## config.mk

```make
export PLATFORM = sky130hd
export DESIGN_NAME = mono_timestamp_fifo
export DESIGN_NICKNAME = d
export VERILOG_FILES = /design/src/rtl/mono_timestamp_fifo.sv
export SDC_FILE = /design/constraint.sdc
export NUM_CORES = 1
export LEC_CHECK = 0
export BUFFER_PORTS_ARGS = -buffer_cell sky130_fd_sc_hd__buf_4
export CORE_AREA = 2 2 186 188
export DETAILED_ROUTE_END_ITERATION = 8
export DIE_AREA = 0 0 188 190
export PLACE_DENSITY = 0.88
export SKIP_CTS_REPAIR_TIMING = 1
export SLEW_MARGIN = 20
export SYNTH_ARGS = -nofsm -noshare
export SYNTH_HDL_FRONTEND = slang
export SYNTH_SLANG_ARGS = --single-unit
```

## constraint.sdc

```tcl
create_clock -name BUS_CLK -period 5.9 [get_ports BUS_CLK]
set_input_delay 0.59 -clock BUS_CLK [delete_from_list [all_inputs] [get_ports BUS_CLK]]
set_output_delay 0.59 -clock BUS_CLK [all_outputs]
set_load 0.02 [all_outputs]
```

## src/rtl/mono_timestamp_fifo.sv

```systemverilog
// mono_timestamp_fifo: timestamps TS_IN rising edges on a 48-bit counter into a FWFT FIFO of tagged 32-bit words
// Ports: BUS_CLK clock, BUS_RST async active-high reset, EN capture enable, RST_TS timestamp clear,
//   TS_IN async pulse input, FIFO_READ/FIFO_EMPTY/FIFO_DATA FWFT read side, LOST_CNT saturating drop count.
// Build option: define MONO_TS_TOT_EN to also measure pulse width and emit a third word per event.
module mono_timestamp_fifo #(
  parameter logic [3:0] IDENTIFIER = 4'b0110,
  parameter int DEPTH = 16
) (
  input  logic        BUS_CLK,
  input  logic        BUS_RST,
  input  logic        EN,
  input  logic        RST_TS,
  input  logic        TS_IN,
  input  logic        FIFO_READ,
  output logic        FIFO_EMPTY,
  output logic [31:0] FIFO_DATA,
  output logic [7:0]  LOST_CNT
);
  localparam int AW = $clog2(DEPTH);
`ifdef MONO_TS_TOT_EN
  localparam int NW = 3;
  typedef enum logic [2:0] {IDLE, HIGH, WR0, WR1, WR2} state_t;
  logic [15:0] tot;
`else
  localparam int NW = 2;
  typedef enum logic [1:0] {IDLE, WR0, WR1} state_t;
`endif
  state_t state, state_nx;
  logic [2:0] sync;
  logic rise, fall, room, wr, rd, take, drop;
  logic [47:0] ts, ts_lat;
  logic [AW-1:0] wptr, rptr;
  logic [AW:0] occ;
  logic [31:0] wdata;
  logic [31:0] mem [DEPTH];
  assign rise = sync[1] & ~sync[2];
  assign fall = ~sync[1] & sync[2];
  // room for every word of one event, so an accepted event is never split
  assign room = ((AW+1)'(DEPTH) - occ) >= (AW+1)'(NW);
  assign FIFO_EMPTY = occ == '0;
  assign FIFO_DATA = FIFO_EMPTY ? '0 : mem[rptr];
  assign rd = FIFO_READ & ~FIFO_EMPTY;
  always_comb begin
    state_nx = state;
    wr = 1'b0;
    wdata = '0;
    take = 1'b0;
    drop = rise & (state != IDLE);
    case (state)
`ifdef MONO_TS_TOT_EN
      IDLE: begin
        take = rise & EN;
        state_nx = take ? HIGH : IDLE;
      end
      // EN is not consulted here: a started pulse always completes
      HIGH: begin
        drop = fall & ~room;
        state_nx = fall ? (room ? WR0 : IDLE) : HIGH;
      end
`else
      IDLE: begin
        take = rise & EN & room;
        drop = rise & EN & ~room;
        state_nx = take ? WR0 : IDLE;
      end
`endif
      WR0: begin
        wr = 1'b1;
        wdata = {IDENTIFIER, 4'h1, ts_lat[47:24]};
        state_nx = WR1;
      end
      WR1: begin
        wr = 1'b1;
        wdata = {IDENTIFIER, 4'h2, ts_lat[23:0]};
`ifdef MONO_TS_TOT_EN
        state_nx = WR2;
      end
      WR2: begin
        wr = 1'b1;
        wdata = {IDENTIFIER, 4'h3, 8'h00, tot};
        state_nx = IDLE;
`else
        state_nx = IDLE;
`endif
      end
      default: state_nx = IDLE;
    endcase
  end
  always_ff @(posedge BUS_CLK or posedge BUS_RST) begin
    if (BUS_RST) begin
      state <= IDLE;
      sync <= '0;
      ts <= '0;
      ts_lat <= '0;
      wptr <= '0;
      rptr <= '0;
      occ <= '0;
      LOST_CNT <= '0;
    end else begin
      state <= state_nx;
      sync <= {sync[1:0], TS_IN};
      ts <= RST_TS ? '0 : ts + 48'd1;
      if (take) ts_lat <= ts;
      if (wr) wptr <= wptr + 1'b1;
      if (rd) rptr <= rptr + 1'b1;
      occ <= occ + (AW+1)'(wr) - (AW+1)'(rd);
      if (drop && LOST_CNT != 8'hFF) LOST_CNT <= LOST_CNT + 8'd1;
    end
  end
`ifdef MONO_TS_TOT_EN
  // the detection cycle already counts as one high cycle
  always_ff @(posedge BUS_CLK or posedge BUS_RST) begin
    if (BUS_RST) tot <= '0;
    else if (take) tot <= 16'd1;
    else if (state == HIGH && sync[1] && tot != 16'hFFFF) tot <= tot + 16'd1;
  end
`endif
  always_ff @(posedge BUS_CLK) begin
    if (wr) mem[wptr] <= wdata;
  end
endmodule
```

==> results_tabular.tex, run 1 <==
\begin{tabular}{lr}
\hline
Metric & Value \\
\hline
\multicolumn{2}{l}{\textbf{Run status}} \\
\quad Status & finished clean \\
\multicolumn{2}{l}{\textbf{Worst setup path}} \\
\quad Buffering stage count on the worst path with inverters included & 2 \\
\quad Start point of the critical path & rptr[0] \\
\quad Critical-path cell with the highest stage delay & sky130\_fd\_sc\_hd\_\_dfrtp\_4 \\
\quad Required @ worst endpoint & around 5.3 ns \\
\quad Most frequent cell on the critical path & sky130\_fd\_sc\_hd\_\_buf\_4 \\
\quad Crit path max-delay family & flip-flops \\
\quad Arrival time reported for the critical path endpoint & around 3.4 ns \\
\quad Worst R2R Setup Slack & roughly 2.7 ns \\
\quad Element type at the critical path end & primary output \\
\quad Critical Path Source Type & register \\
\quad End point of the critical path & FIFO\_DATA[6] \\
\quad Critical R2R Launch & occ[1] \\
\quad Crit. path cell count & 5 \\
\quad Critical R2R Capture & occ[4] \\
\quad Logic depth of the worst register-to-register path & 14 \\
\quad Delay of the slowest cell on the worst path & approximately 0.90 ns \\
\quad Biggest fanout along the worst timing path & 34 \\
\quad Worst-path cell chain & buf\_4 > mux4\_2 > a22oi\_1 > a21oi\_1 > buf\_4 \\
\quad Type of the worst setup path & reg2out \\
\multicolumn{2}{l}{\textbf{Synth}} \\
\quad Library cell occupying the most area in the post-synthesis netlist & sky130\_fd\_sc\_hd\_\_edfxtp\_1 \\
\quad Number of distinct library cells after synthesis & 39 \\
\quad Sequential share of the synthesized area & 72.1\% \\
\quad Proportion of netlist area held by the largest area contributor & between 50\% and 60\% \\
\quad Top area cells in the synthesized netlist & sky130\_fd\_sc\_hd\_\_edfxtp\_1 (58\%), sky130\_fd\_sc\_hd\_\_dfrtp\_1 (14\%), sky130\_fd\_sc\_hd\_\_mux4\_2 (11\%), sky130\_fd\_sc\_hd\_\_a22oi\_1 (2.6\%), sky130\_fd\_sc\_hd\_\_mux2\_2 (2.6\%) \\
\quad Post-synthesis instance area & 22200 µm² \\
\quad Count leader, synth & sky130\_fd\_sc\_hd\_\_edfxtp\_1 \\
\quad Number of warnings printed during yosys synthesis & 0 \\
\quad Number of enable-type register cells in the synthesized netlist & about 430 \\
\quad Most frequent cells after synthesis & sky130\_fd\_sc\_hd\_\_edfxtp\_1 (432), sky130\_fd\_sc\_hd\_\_dfrtp\_1 (122), sky130\_fd\_sc\_hd\_\_mux4\_2 (108), sky130\_fd\_sc\_hd\_\_a22oi\_1 (78), sky130\_fd\_sc\_hd\_\_nor2\_1 (60) \\
\quad Async set-reset flop share out of synthesis & $\sim$22\% \\
\quad Syn\_area\_per\_cell & approximately 18 µm² \\
\quad Number of instances in the synthesized netlist & roughly 1200 \\
\quad Number of flip-flops and latches in the synthesized netlist & roughly 550 \\
\quad Top FF cell, synth & sky130\_fd\_sc\_hd\_\_edfxtp\_1 \\
\multicolumn{2}{l}{\textbf{Job}} \\
\quad Max-cap violations & 0 \\
\multicolumn{2}{l}{\textbf{CTS}} \\
\quad Register clock-pin slew on the reported worst setup and hold paths & 0.07 ns \\
\quad Clock root cell & sky130\_fd\_sc\_hd\_\_clkbuf\_16 \\
\quad TritonCTS clock tree & done \\
\quad Maximum number of buffers from clock root to sink & 3 \\
\quad Number of levels the H-tree was split into & 2 \\
\quad Inserted Clock Buffers & 53 \\
\quad Number of sinks handled by clock tree synthesis & approximately 550 \\
\quad Clock Latency Late Sink & 0.60 ns \\
\multicolumn{2}{l}{\textbf{GRT}} \\
\quad First-pass GRT wire length & 82.8 mm \\
\quad Via count of the first global-routing pass & 12600 \\
\quad Total routing resource utilization after global routing & 32.4\% \\
\quad Initial antenna violation count & 0 \\
\quad Overall overflow remaining after global route & 0 \\
\quad Largest net degree at the start of global routing & 67 \\
\multicolumn{2}{l}{\textbf{Power}} \\
\quad NetSw & about 0.0032 W \\
\quad Power share of the combinational group & roughly a quarter \\
\quad Leakage & between 9 and 10 nW \\
\quad Clock share of power & 33.0\% \\
\quad P per Cell Area & around 420 nW/µm² \\
\quad Proportion of total power due to net switching & between 30\% and 40\% \\
\quad Internal portion of total power & $\sim$0.0073 W \\
\quad Share of power burned in registers & a little over two fifths \\
\quad Worst vdd ir & about 0.27 mV \\
\multicolumn{2}{l}{\textbf{Timing}} \\
\quad Final setup violating endpoints & 0 \\
\quad Total Neg Setup Slack & 0 ns \\
\quad Worst-case headroom to the max-slew limit & a little under a quarter \\
\quad Number of max-slew violations in the final report & 0 \\
\quad Setup repair after global routing missed its margin & no \\
\quad F\_max & $\sim$250 MHz \\
\quad Setup slack of the critical path after layout & 1.90 ns \\
\quad Fraction of the cycle the final worst path needs & 67.8\% \\
\quad Clock period minus worst slack & between 3 and 4 ns \\
\quad Worst-Margin Slew & 1.15 ns \\
\quad Clock tree skew after final layout & 0.0238 ns \\
\quad Hold Vio Cnt, Final & 0 \\
\multicolumn{2}{l}{\textbf{Drt}} \\
\quad Count of antenna-violating nets left after detailed routing & 0 \\
\quad Detailed Route Iter0 Violations & 2201 \\
\quad Routed WL & between 50 and 60 mm \\
\quad Vias per inst & just over 7 \\
\quad Vias after detailed routing & 12600 \\
\quad Number of detailed-route iterations in the first pass & 8 \\
\quad Drt wl/cell & approximately 33 µm \\
\quad Post-detailed-route DRC marker count & 0 \\
\multicolumn{2}{l}{\textbf{Cells and area}} \\
\quad Post-layout net count & between 1000 and 1500 \\
\quad Share of post-route cells with drive strength above 1 & about 26\% \\
\quad Growth of design area from synthesis to finish & 12.7\% \\
\quad \# fillers & 1768 \\
\quad Total inserted antenna cells & 0 \\
\multicolumn{2}{l}{\textbf{Die}} \\
\quad Y dimension of the die & around 190 µm \\
\quad Horizontal extent of the die & 188 µm \\
\quad Core box area & 33900 µm² \\
\quad I/O pin count & 47 \\
\quad Area enclosed by the die boundary & roughly 36000 µm² \\
\quad Row count & between 60 and 70 \\
\quad Starting density of the core & $\sim$65\% \\
\multicolumn{2}{l}{\textbf{Placement}} \\
\quad HPWL after detailed placement & approximately 28 mm \\
\quad Placer congestion estimate & $\sim$0.77 \\
\quad Port-buffer cells & 42 \\
\quad DP Worst Slack & $\sim$2.6 ns \\
\multicolumn{2}{l}{\textbf{Min path}} \\
\quad Hold crit path type & in2reg \\
\hline
\end{tabular}
power groups by stage:
stage	logic, W	clock network [W]	registers [W]
finish	0.00249	0.00347	0.00454
floorplan	0.00170	0	0.00448
global route	0.00258	0.00359	0.00456
detailed placement	0.00235	0	0.00461
global placement	0.00228	0	0.00459
CTS	0.00244	0.00344	0.00454
placed cells by master, fill, tap and decap left out, types with 7 or more instances in the layout:
master                      Yosys  final
sky130_fd_sc_hd__edfxtp_1     432    432
sky130_fd_sc_hd__dfrtp_1      122    120
sky130_fd_sc_hd__mux4_2       108    108
sky130_fd_sc_hd__a22oi_1       78     78
sky130_fd_sc_hd__buf_4          6     61
sky130_fd_sc_hd__clkbuf_16      0     55
sky130_fd_sc_hd__mux2_2        51     51
sky130_fd_sc_hd__xnor2_1       48     48
sky130_fd_sc_hd__nor2_1        60     47
sky130_fd_sc_hd__a21oi_1       36     36
sky130_fd_sc_hd__nand2_1       23     23
sky130_fd_sc_hd__ha_1          22     22
sky130_fd_sc_hd__nor2b_1       33     21
sky130_fd_sc_hd__inv_1         21     20
sky130_fd_sc_hd__nor4_1        18     18
sky130_fd_sc_hd__nand3_1       17     16
sky130_fd_sc_hd__nand4_1       15     15
sky130_fd_sc_hd__clkinv_1       0     13
sky130_fd_sc_hd__nor2b_2        0     12
sky130_fd_sc_hd__nor2_4         0     12
sky130_fd_sc_hd__clkbuf_1      40     12
sky130_fd_sc_hd__and4_1        10     10
sky130_fd_sc_hd__clkinv_2       0      9
sky130_fd_sc_hd__xor2_1         8      8
sky130_fd_sc_hd__nor3_1        12      8
sky130_fd_sc_hd__and3_1         7      7
sky130_fd_sc_hd__o21ai_0        7      7
through the flow:
step | instances | utilization [%] | hold WS [ns] | power [W] | cell area, µm²
finish | 1784 | 73.8 | 0.102 | 0.0105 | 25100
global route | 1784 | 73.8 | 0.0901 | 0.0107 | 25100
CTS | 1778 | 73.3 | 0.0856 | 0.0104 | 24900
detailed placement | 1679 | 68.2 | 0.346 | 0.00695 | 23200
global placement | 1677 | 68.0 | 0.353 | 0.00687 | 23100
floorplan | 1233 | - | 0.331 | 0.00618 | 22200
worst reg2reg max path, delay by kind of cell (launching register included):
| kind | cells | cell delay [ns] |
|---|---|---|
| compound gates | 1 | 0.14 |
| xor+xnor | 1 | 0.13 |
| fa+ha+maj | 5 | 1.30 |
| buf+inv | 3 | 0.64 |
| flops | 1 | 0.40 |
| simple gates | 4 | 0.55 |
state kept, by name (all words and copies together) (netlist names):
signal / count
state: 2
sync: 3
rptr: 4
occ: 5
ts_lat: 48
mem: 432
ts: 48
LOST_CNT: 8
wptr: 4
layout make-up:
| cell class | instances | area (µm²) | share of cell area [%] |
|---|---|---|---|
| Sequential cell | 554 | 16000 | 64.0 |
| Clock inverter | 29 | 260 | 1.04 |
| Tap cell | 455 | 569 | 2.27 |
| Clock buffer | 70 | 1460 | 5.84 |
| Multi-Input combinational cell | 585 | 5960 | 23.8 |
| Inverter | 21 | 81.3 | 0.325 |
| Timing Repair Buffer | 70 | 683 | 2.73 |
cells by family after synthesis:
| family | share of synthesized area, % |
|---|---|
| and+or+nand+nor | 5.32 |
| muxes | 13.5 |
| buffers and inverters | 1.80 |
| AOI/OAI and AO/OA | 3.71 |
| xor gates and xnor gates | 2.21 |
| DFF | 72.1 |
| other | 0.0169 |
| adders and majority gates | 1.33 |
worst min-delay path by stage:
stage                 start  endpoint  slack, ns  cells after the start
finish                TS_IN   sync[0]       0.10                      1
global route          TS_IN   sync[0]       0.09                      1
CTS                   TS_IN   sync[0]       0.09                      1
detailed placement  sync[0]   sync[1]       0.35                      0
global placement    sync[0]   sync[1]       0.35                      0
floorplan           sync[0]   sync[1]       0.33                      0
per-layer routing:
metal	vias up	wire length (µm)	global-route usage (%)
li1	4963	-	-
met2	1063	28800	52.7
met3	220	6940	7.47
met4	0	3010	14.2
met1	6355	20000	42.7
met5	-	0	0
Power figures use the tool's default switching activity.
==> run 2, diff against run 1 <==
--- a/config.mk
+++ b/config.mk
@@ -5,11 +5,12 @@
 export SDC_FILE = /design/constraint.sdc
 export NUM_CORES = 1
 export LEC_CHECK = 0
+export ABC_AREA = 1
 export BUFFER_PORTS_ARGS = -buffer_cell sky130_fd_sc_hd__buf_4
-export CORE_AREA = 2 2 186 188
+export CORE_AREA = 2 2 198 200
 export DETAILED_ROUTE_END_ITERATION = 8
-export DIE_AREA = 0 0 188 190
-export PLACE_DENSITY = 0.88
+export DIE_AREA = 0 0 200 202
+export PLACE_DENSITY = 0.84
 export SKIP_CTS_REPAIR_TIMING = 1
 export SLEW_MARGIN = 20
 export SYNTH_ARGS = -nofsm -noshare
==> constraint.sdc (replaced) <==
create_clock -name BUS_CLK -period 4.1 [get_ports BUS_CLK]
set_input_delay 0.41 -clock BUS_CLK [delete_from_list [all_inputs] [get_ports BUS_CLK]]
set_output_delay 0.41 -clock BUS_CLK [all_outputs]
set_load 0.02 [all_outputs]
==> run 2 against run 1 <==
Largest power group unchanged. Final area is 6.6% higher. First-iteration DRC count increased by 8.2%. Largest cell class unchanged. Global-route usage shrank 1.8 points. Critical path depth is 2 higher. Register-to-register slack worse by 1.7 ns. Sequential share of layout area fell by 4.0 points. Wire length up 3.0%. Power is 59% higher. Combinational power increased by 110%. Highest routed layer unchanged. Non-clock buffer count is 33 higher. Count of clock-buffer cells in the layout is 1 lower.
==> results_tabular.tex, run 2 <==
\begin{tabular}{lr}
\hline
Metric & Value \\
\hline
\multicolumn{2}{l}{\textbf{Synth}} \\
\quad Library cell occupying the most area in the post-synthesis netlist & sky130\_fd\_sc\_hd\_\_edfxtp\_1 \\
\quad Syn\_area\_per\_cell & 10.1 µm² (-44\%) \\
\quad Number of warnings printed during yosys synthesis & 0 (unchanged) \\
\quad Async set-reset flop share out of synthesis & 22.0\% (unchanged) \\
\quad Top FF cell, synth & sky130\_fd\_sc\_hd\_\_edfxtp\_1 \\
\quad Number of enable-type register cells in the synthesized netlist & 432 (unchanged) \\
\quad Count leader, synth & sky130\_fd\_sc\_hd\_\_nand2\_1 \\
\quad Number of distinct library cells after synthesis & 26 (-33\%) \\
\quad Top area cells in the synthesized netlist & sky130\_fd\_sc\_hd\_\_edfxtp\_1 (54\%), sky130\_fd\_sc\_hd\_\_dfrtp\_1 (13\%), sky130\_fd\_sc\_hd\_\_nand2\_1 (11\%), sky130\_fd\_sc\_hd\_\_nor2\_1 (5.6\%), sky130\_fd\_sc\_hd\_\_nand3\_1 (4.7\%) \\
\quad Most frequent cells after synthesis & sky130\_fd\_sc\_hd\_\_nand2\_1 (679), sky130\_fd\_sc\_hd\_\_edfxtp\_1 (432), sky130\_fd\_sc\_hd\_\_nor2\_1 (357), sky130\_fd\_sc\_hd\_\_nand3\_1 (222), sky130\_fd\_sc\_hd\_\_o21ai\_0 (154) \\
\quad Number of instances in the synthesized netlist & 2354 (+91\%) \\
\quad Sequential share of the synthesized area & 67.2\% (-4.9 points) \\
\quad Proportion of netlist area held by the largest area contributor & 54.4\% (-4.0 points) \\
\quad Number of flip-flops and latches in the synthesized netlist & 554 (unchanged) \\
\quad Post-synthesis instance area & 23900 µm² (+7.3\%) \\
\multicolumn{2}{l}{\textbf{Placement}} \\
\quad Placer congestion estimate & 0.973 (+26\%) \\
\quad Port-buffer cells & 42 (unchanged) \\
\quad DP Worst Slack & 0.972 ns (-1.58 ns) \\
\quad Area post-placement & 25000 µm² (+7.8\%) \\
\quad DP Cell Count & 2863 (+71\%) \\
\quad HPWL after detailed placement & 34.6 mm (+24\%) \\
\multicolumn{2}{l}{\textbf{Cells and area}} \\
\quad \# fillers & 2541 (+44\%) \\
\quad Post-layout net count & 2430 (+85\%) \\
\quad Commonest cells after routing, fill and taps aside & sky130\_fd\_sc\_hd\_\_nand2\_1 (678), sky130\_fd\_sc\_hd\_\_edfxtp\_1 (432), sky130\_fd\_sc\_hd\_\_nor2\_1 (341) \\
\quad Total inserted antenna cells & 0 (unchanged) \\
\quad Most common library cell in the layout ignoring fill and taps & sky130\_fd\_sc\_hd\_\_nand2\_1 \\
\quad Final non-filler cell total & 2958 (+66\%) \\
\quad Share of post-route cells with drive strength above 1 & 8.69\% (-17 points) \\
\quad Regs by FF count & mem (432), ts (48), ts\_lat (48) \\
\quad Growth of design area from synthesis to finish & 11.9\% \\
\quad Max FFs per register & 432 (unchanged) \\
\quad Total non-filler cell area in the finished layout & 26700 µm² (+6.6\%) \\
\quad Register with the most flip-flops & mem \\
\multicolumn{2}{l}{\textbf{Worst setup path}} \\
\quad Arrival time reported for the critical path endpoint & 3.15 ns (-0.26 ns) \\
\quad Delay of the slowest cell on the worst path & 0.65 ns (-0.25 ns) \\
\quad Critical R2R Launch & state[0] \\
\quad Element type at the critical path end & primary output \\
\quad Worst-path cell chain & inv\_4 > buf\_4 > o21ai\_0 > nand3\_1 > nand3\_1 > a21oi\_1 > buf\_4 \\
\quad Critical Path Source Type & register \\
\quad Worst R2R Setup Slack & 0.99 ns (-1.68 ns) \\
\quad Critical-path cell with the highest stage delay & sky130\_fd\_sc\_hd\_\_dfrtp\_4 \\
\quad Logic depth of the worst register-to-register path & 4 (-10) \\
\quad Required @ worst endpoint & 3.69 ns (-1.62 ns) \\
\quad Critical R2R Capture & mem[3][9] \\
\quad Crit path max-delay family & buffers and inverters \\
\quad Biggest fanout along the worst timing path & 58 (+71\%) \\
\quad Type of the worst setup path & reg2out \\
\quad Buffering stage count on the worst path with inverters included & 3 (+1) \\
\multicolumn{2}{l}{\textbf{Run status}} \\
\quad Status & finished clean \\
\multicolumn{2}{l}{\textbf{CTS}} \\
\quad Number of levels the H-tree was split into & 2 (unchanged) \\
\quad Maximum number of buffers from clock root to sink & 3 (unchanged) \\
\quad Register clock-pin slew on the reported worst setup and hold paths & 0.06 ns (about the same) \\
\quad Number of sinks handled by clock tree synthesis & 554 (unchanged) \\
\quad Clock Latency Late Sink & 0.61 ns (about the same) \\
\quad TritonCTS clock tree & done \\
\quad Clock root cell & sky130\_fd\_sc\_hd\_\_clkbuf\_16 \\
\quad Inserted Clock Buffers & 53 (unchanged) \\
\multicolumn{2}{l}{\textbf{GRT}} \\
\quad Overall overflow remaining after global route & 0 (unchanged) \\
\quad First-pass GRT wire length & 93.6 mm (+13\%) \\
\quad Largest net degree at the start of global routing & 110 (+64\%) \\
\quad Total routing resource utilization after global routing & 30.6\% (-1.8 points) \\
\quad Via count of the first global-routing pass & 17100 (+35\%) \\
\quad Initial antenna violation count & 0 (unchanged) \\
\multicolumn{2}{l}{\textbf{Power}} \\
\quad Leakage & 10.7 nW (+17\%) \\
\quad P per Cell Area & 623 nW/µm² (+49\%) \\
\quad Power share of the combinational group & 31.7\% (+8.0 points) \\
\quad Clock share of power & 29.3\% (-3.7 points) \\
\quad NetSw & 0.00592 W (+87\%) \\
\quad Share of power burned in registers & 39.0\% (-4.3 points) \\
\quad Proportion of total power due to net switching & 35.6\% (+5.4 points) \\
\quad Internal portion of total power & 0.0107 W (+46\%) \\
\quad Worst vdd ir & 0.416 mV (+55\%) \\
\multicolumn{2}{l}{\textbf{Timing}} \\
\quad Worst-Margin Slew & 1.07 ns (-0.0815 ns) \\
\quad Setup slack of the critical path after layout & 0.543 ns (-1.36 ns) \\
\quad Clock period minus worst slack & about 3.6 ns \\
\quad Final setup violating endpoints & 0 (unchanged) \\
\quad Hold Vio Cnt, Final & 0 (unchanged) \\
\quad Worst-case headroom to the max-slew limit & 28.9\% (+5.6 points) \\
\quad Fraction of the cycle the final worst path needs & about 87\% \\
\quad Total Neg Setup Slack & 0 ns (unchanged) \\
\quad Clock tree skew after final layout & 0.0275 ns (+0.00373 ns) \\
\quad F\_max & 281 MHz \\
\quad Number of max-slew violations in the final report & 0 (unchanged) \\
\quad Setup repair after global routing missed its margin & no \\
\multicolumn{2}{l}{\textbf{Die}} \\
\quad Row count & 72 (+5.9\%) \\
\quad Area enclosed by the die boundary & 40400 µm² (+13\%) \\
\quad Y dimension of the die & 202 µm (+6.3\%) \\
\quad I/O pin count & 47 (unchanged) \\
\quad Core box area & 38300 µm² (+13\%) \\
\quad Starting density of the core & 62.3\% (-3.2 points) \\
\quad Horizontal extent of the die & 200 µm (+6.4\%) \\
\multicolumn{2}{l}{\textbf{Drt}} \\
\quad Count of antenna-violating nets left after detailed routing & 0 (unchanged) \\
\quad Drt wl/cell & 20.4 µm (-38\%) \\
\quad Post-detailed-route DRC marker count & 0 (unchanged) \\
\quad Detailed Route Iter0 Violations & 2382 (+8.2\%) \\
\quad Number of detailed-route iterations in the first pass & 6 (-2) \\
\quad Routed WL & 60.5 mm (+3.0\%) \\
\quad Vias after detailed routing & 17500 (+39\%) \\
\quad Vias per inst & 5.92 (-16\%) \\
\multicolumn{2}{l}{\textbf{Min path}} \\
\quad Hold crit path type & in2async \\
\multicolumn{2}{l}{\textbf{Job}} \\
\quad Max-cap violations & 0 (unchanged) \\
\hline
\end{tabular}
## run 2: cell count changes in the layout (fill, tap and decap cells not counted), moves of 28 or more
| cell | previous run | this run |
|---|---|---|
| sky130_fd_sc_hd__mux2_2 | 51 | 0 |
| sky130_fd_sc_hd__nor2_1 | 47 | 341 |
| sky130_fd_sc_hd__xnor2_1 | 48 | 3 |
| sky130_fd_sc_hd__o21ai_0 | 7 | 154 |
| sky130_fd_sc_hd__a21oi_1 | 36 | 64 |
| sky130_fd_sc_hd__inv_1 | 20 | 116 |
| sky130_fd_sc_hd__mux4_2 | 108 | 0 |
| sky130_fd_sc_hd__nand3_1 | 16 | 222 |
| sky130_fd_sc_hd__buf_4 | 61 | 98 |
| sky130_fd_sc_hd__nand2_1 | 23 | 678 |
| sky130_fd_sc_hd__a22oi_1 | 78 | 0 |
## run 2: worst register-to-register path, cell delays in order, from the launching register on
cell and delay, ns:
sky130_fd_sc_hd__dfrtp_1 0.39, sky130_fd_sc_hd__inv_1 0.10, sky130_fd_sc_hd__ha_1 0.82, sky130_fd_sc_hd__inv_1 0.50, sky130_fd_sc_hd__a21oi_1 0.96
## run 2: metal layers
layer | global-route usage, % | share of wire, % | up-vias
li1 | - | - | 7938
met1 | 39.6 | 37 | 8305
met2 | 49.9 | 49 | 1053
met3 | 5.62 | 10 | 218
met4 | 15.2 | 4.6 | 0
met5 | 0 | 0 | -
## run 2: area by class of cell
type	count	area [µm²]	area share [%]
Multi-Input combinational cell	1567	7010	26.3
Tap cell	518	648	2.43
Inverter	122	463	1.73
Clock inverter	25	275	1.03
Timing Repair Buffer	103	826	3.09
Sequential cell	554	16000	60.0
Clock buffer	69	1450	5.43
## run 2: stage by stage
| step | total power [W] | utilization [%] | hold slack [ns] |
|---|---|---|---|
| 2_1_floorplan | 0.0100 | - | 0.331 |
| 3_5_place_dp | 0.0117 | 65.2 | 0.353 |
| 3_3_place_gp | 0.0116 | 65.2 | 0.354 |
| 4_1_cts | 0.0166 | 69.7 | -0.109 |
| 6_report | 0.0166 | 69.8 | 0.0157 |
| 5_1_grt | 0.0174 | 69.8 | 0.0856 |
## run 2: logic make-up (layout without fill, tap and decap cells)
logic type / Yosys count / after routing / synth area share, %
flip-flops: 554 / 554 / 67.2
AND/OR/NAND/NOR: 1287 / 1287 / 21.7
XOR/XNOR: 32 / 32 / 1.17
AO/OA/AOI/OAI: 221 / 221 / 4.64
other: 1 / 4 / 0.0157
adder cells (fa/ha/maj): 23 / 23 / 1.24
buffers and inverters: 236 / 319 / 4.07
## run 2: worst max-delay path by stage
stage | from | endpoint | slack, ns | cells past startpoint
final | rptr[0] | FIFO_DATA[17] | 0.54 | 7
after global routing | rptr[0] | FIFO_DATA[7] | 0.42 | 9
after CTS | rptr[0] | FIFO_DATA[17] | 0.60 | 7
after detailed placement | state[0] | mem[5][0] | 0.97 | 4
after global placement | state[0] | mem[7][0] | 1.17 | 4
after floorplan | BUS_RST | LOST_CNT[0] | 0.45 | 1
## run 2: power groups by stage
stage               combinational [W]  clock (W)  sequential (W)
floorplan                     0.00354          0         0.00648
global placement              0.00500          0         0.00658
detailed placement            0.00513          0         0.00659
CTS                           0.00520    0.00490         0.00648
global route                  0.00575    0.00511         0.00651
finish                        0.00527    0.00487         0.00649
